===== src/rtl/interpolator.sv =====
// interpolator: AXI-Stream upsampler that re-emits each accepted sample RATIO times (hold or zero-stuff).
module interpolator #(
  parameter int RATIO      = 5,
  parameter bit ZERO_STUFF = 1'b0
) (
  input  logic        s_axis_aclk,
  input  logic        s_axis_areset,
  input  logic [23:0] s_axis_tdata,
  input  logic        s_axis_tvalid,
  output logic        s_axis_tready,
  input  logic [2:0]  s_axis_tuser,
  input  logic        s_axis_tlast,
  output logic [23:0] m_axis_tdata,
  output logic        m_axis_tvalid,
  input  logic        m_axis_tready,
  output logic [2:0]  m_axis_tuser,
  output logic        m_axis_tlast
);
  localparam int CW = RATIO > 1 ? $clog2(RATIO) : 1;
  logic [23:0]   hold_data;
  logic [2:0]    hold_user;
  logic          hold_last;
  logic          busy;
  logic [CW-1:0] rep_cnt;
  logic          last_rep;
  logic          s_fire;
  logic          m_fire;
  assign last_rep      = rep_cnt == CW'(RATIO - 1);
  assign s_axis_tready = !busy || (m_axis_tready && last_rep);
  assign s_fire        = s_axis_tvalid && s_axis_tready;
  assign m_fire        = busy && m_axis_tready;
  assign m_axis_tvalid = busy;
  assign m_axis_tuser  = hold_user;
  assign m_axis_tdata  = (!ZERO_STUFF || rep_cnt == '0) ? hold_data : 24'd0;
  assign m_axis_tlast  = hold_last && last_rep;
  // A new beat can only be accepted when idle or on the final replica, so loading always restarts the count.
  always_ff @(posedge s_axis_aclk) begin
    if (s_axis_areset) begin
      hold_data <= '0;
      hold_user <= '0;
      hold_last <= 1'b0;
      busy      <= 1'b0;
      rep_cnt   <= '0;
    end else if (s_fire) begin
      hold_data <= s_axis_tdata;
      hold_user <= s_axis_tuser;
      hold_last <= s_axis_tlast;
      busy      <= 1'b1;
      rep_cnt   <= '0;
    end else if (m_fire) begin
      rep_cnt <= last_rep ? '0 : rep_cnt + 1'b1;
      busy    <= !last_rep;
    end
  end
endmodule


===== config.mk =====
export PLATFORM = sky130hd
export DESIGN_NAME = interpolator
export DESIGN_NICKNAME = d
export VERILOG_FILES = /design/src/rtl/interpolator.sv
export SDC_FILE = /design/constraint.sdc
export NUM_CORES = 1
export LEC_CHECK = 0
export CORE_ASPECT_RATIO = 0.7
export CORE_MARGIN = 5
export CORE_UTILIZATION = 32
export CTS_CLUSTER_SIZE = 28
export DETAILED_ROUTE_END_ITERATION = 16
export GPL_ROUTABILITY_DRIVEN = 0
export PLACE_DENSITY_LB_ADDON = 0.08
export SETUP_SLACK_MARGIN = 0.4
export SLEW_MARGIN = 20
export SYNTH_ARGS = -nofsm -noshare
export SYNTH_HDL_FRONTEND = slang
export SYNTH_SLANG_ARGS = --single-unit
export TNS_END_PERCENT = 5

===== constraint.sdc =====
create_clock -name s_axis_aclk -period 2.1 [get_ports s_axis_aclk]
set_input_delay 0.42 -clock s_axis_aclk [delete_from_list [all_inputs] [get_ports s_axis_aclk]]
set_output_delay 0.42 -clock s_axis_aclk [all_outputs]
set_load 0.02 [all_outputs]

==> summary.md <==
| Metric | Value |
|---|---|
| Clock skew | `~4.5 ps` |
| TritonRoute pass-1 iters | `4` |
| Final hold vios | `0` |
| Final period util | `0.792` |
| WL final | `~3400 um` |
| Crit path launch type | `flip-flop` |
| Cts bufs inserted | `5` |
| Placed cell areas | `~2100 um2` |
| PortBufs | `61` |
| Critical Path RT | `1680 ps` |
| Syn_area_per_cell | `10.1 um2` |
| Antenna diode count | `0` |
| Overall Power | `1.45 mW` |
| WL/cell | `13.0 um` |
| CP peak stage delay | `630 ps` |
| Final ANT Viol Nets | `0` |
| Min cycle time layout | `1660 ps` |
| FMAX | `601 MHz` |
| Endpoints failing setup | `0` |
| Worst-path fanout max | `2` |
| Initial antenna violation count | `0` |
| Initial Util | `0.338` |
| Hold Crit Class | `reg2reg` |
| Row Count | `20` |
| Mapped Cells | `between 100 and 150` |
| Area Growth Syn to Fin | `49.0%` |
| Mapped cell area | `1500 um2` |
| Max-cap violation count | `0` |
| Worst vdd ir | `~0.36 mV` |
| Area contributors post-synth | `dfxtp_1 43%, nand2b_1 23%, mux2i_1 19%` |
| Post-CTS setup buffer count | `0` |
| CP arrival | `1240 ps` |
| PD cells | `650 nW/um2` |
| Critical path class | `reg2out` |
| Delay-heaviest family, CP | `buffers and inverters` |
| Placeable Area | `4430 um2` |
| Worst slew margin | `0.730` |
| I/O pins | `62` |
| Largest net degree at the start of global routing | `61` |
| Slew @ Worst Pin | `406 ps` |
| CP Cell Sequence | `clkdlybuf4s50_1` |
| CTS Root Cell | `clkbuf_8` |
| Count of unique library cells instantiated by Yosys | `19` |
| Largest family of logic cells by synthesized area | `simple AND/OR/NAND/NOR gates` |
| FILL cells | `428` |
| Post-synthesis adder-cell area fraction | `0.0167` |
| Crit end category | `output port` |
| Final #Nets | `approximately 240` |
| Hpwl dp | `between 2000 and 3000 um` |
| Synth Area in Compound Gates | `0.0342` |
| Buf+Inv Stages, Crit Path | `1` |
| Clock Pin Slew Worst Setup and Hold Paths | `60 ps` |
| TritonCTS clock tree | `done` |
| FF+latch count, synth | `32` |
| GRT Overall Usage | `0.122` |
| Multiplexer share of the synthesized area | `0.187` |
| Gr ovfl total | `0` |
| Unrepaired setup endpoints after global routing | `yes` |
| XOR/XNOR share of the synthesized area | `0` |
| Die Height | `67.3 um` |
| DR vias | `1177` |
| Htree depth | `2` |
| Slowest-stage cell, CP | `clkdlybuf4s50_1` |
| Fraction of layout cells with a size suffix above 1 | `0.0857` |
| Via/cell ratio | `4.44` |
| R2r setup slk | `510 ps` |
| Static Leakage | `0.864 nW` |
| Die W | `91.8 um` |
| Synth top area share | `0.427` |
| Synthesized Nets | `~180` |
| DIE AREA | `just over 6000 um2` |
| Warnings from Yosys | `0` |
| Number of global-route vias before repair | `1281` |
| Clock tree buffer depth | `2` |
| CTS sink cnt | `32` |
| Simple-gate share of the synthesized area | `0.276` |
| Initial drt markers | `16` |
| Later-pin clock latency in the skew report | `270 ps` |
| Global-route wire length before repair | `5930 um` |
| Synth area leader | `dfxtp_1` |
| Status | `complete, no violations` |
| Max Slew Vio Count | `0` |
| Seq/Total Area, Yosys | `0.427` |
| Post-route cell area | `around 2200 um2` |
| # DRC | `0` |
==> stage by stage <==
step / utilization / cells / hold WS (ps) / TNS (ps) / setup slack [ps]
after floorplan: - / 148 / 444 / 0 / 746
after global placement: 0.483 / 258 / 459 / -60.9 / -60.9
after detailed placement: 0.483 / 258 / 470 / -120 / -120
after CTS: 0.505 / 265 / 478 / 0 / 322
after global routing: 0.504 / 265 / 494 / 0 / 362
final: 0.504 / 265 / 475 / 0 / 437
==> power breakdown <==
part	total [mW]	internal (mW)	leakage, nW	switching [mW]
Sequential	0.666	0.644	0.263	0.0221
Combinational	0.290	0.167	0.550	0.123
Clock	0.495	0.291	0.0503	0.204
==> repair_timing <==
item | CTS | global route
hold buffers | 0 | 0
gates cloned | 0 | 0
setup endpoints to repair | 4 | 17
gates resized for setup | 10 | 3
==> tightest hold or removal path, stage by stage, from the launching register on <==
cell and delay, ps:
dfxtp_1 310, nand2b_1 60, mux2i_1 60
==> per-layer routing <==
layer	GRT usage	share of wire
met1	0.133	0.43
met2	0.210	0.47
met3	0.0579	0.096
met4	0.0444	0.0099
met5	0	0
==> sequential cells by signal (all words and copies together), names as in the netlist <==
name / flops
m_axis_tvalid: 1
m_axis_tdata: 24
hold_last: 1
rep_cnt: 3
m_axis_tuser: 3
==> area by class of cell <==
type | count | area [um2] | share of cell area
Inverter | 2 | 7.51 | 0.00336
Timing Repair Buffer | 65 | 644 | 0.289
Multi-Input combinational cell | 104 | 773 | 0.346
Clock buffer | 7 | 96.3 | 0.0431
Tap cell | 55 | 68.8 | 0.0308
Sequential cell | 32 | 643 | 0.288
==> placed cells by master, fill, tap and decap left out, types with 2 or more instances in the layout <==
master and count:
dfxtp_1 30, buf_2 2, nor2_1 2, nand4_1 2
clkbuf_8 7, nand2b_1 56, mux2i_1 28, nand2_1 5
clkdlybuf4s50_1 57, inv_1 2, a211oi_1 3, buf_4 3
dfxtp_2 2
==> cells in the mapped netlist <==
master / n
buf_6: 1
inv_1: 2
buf_2: 1
buf_8: 3
nor2_1: 2
ha_1: 2
a21oi_1: 1
nand3_2: 1
dfxtp_1: 32
o21ai_0: 1
and3_1: 1
nand4_1: 2
a21boi_4: 1
a211oi_1: 3
nand2b_1: 56
nand4b_1: 1
nand2_1: 5
mux2i_1: 28
clkbuf_1: 5
==> final timing paths <==
path | startpoint | to | cells after the start
max | m_axis_tdata[20] | m_axis_tdata[20] | 1
min | m_axis_tdata[19] | m_axis_tdata[19] | 2
max reg2reg | rep_cnt[0] | m_axis_tdata[11] | 7
min reg2reg | m_axis_tdata[19] | m_axis_tdata[19] | 2
==> cells by family (layout without fill, tap and decap cells) <==
logic type | count (synthesis) | in the layout
mux | 28 | 28
fa+ha+maj | 2 | 2
buf+inv | 12 | 74
flops | 32 | 32
simple gates | 68 | 68
compound gates | 6 | 6
Note: power is estimated with default switching activity, not from simulation.
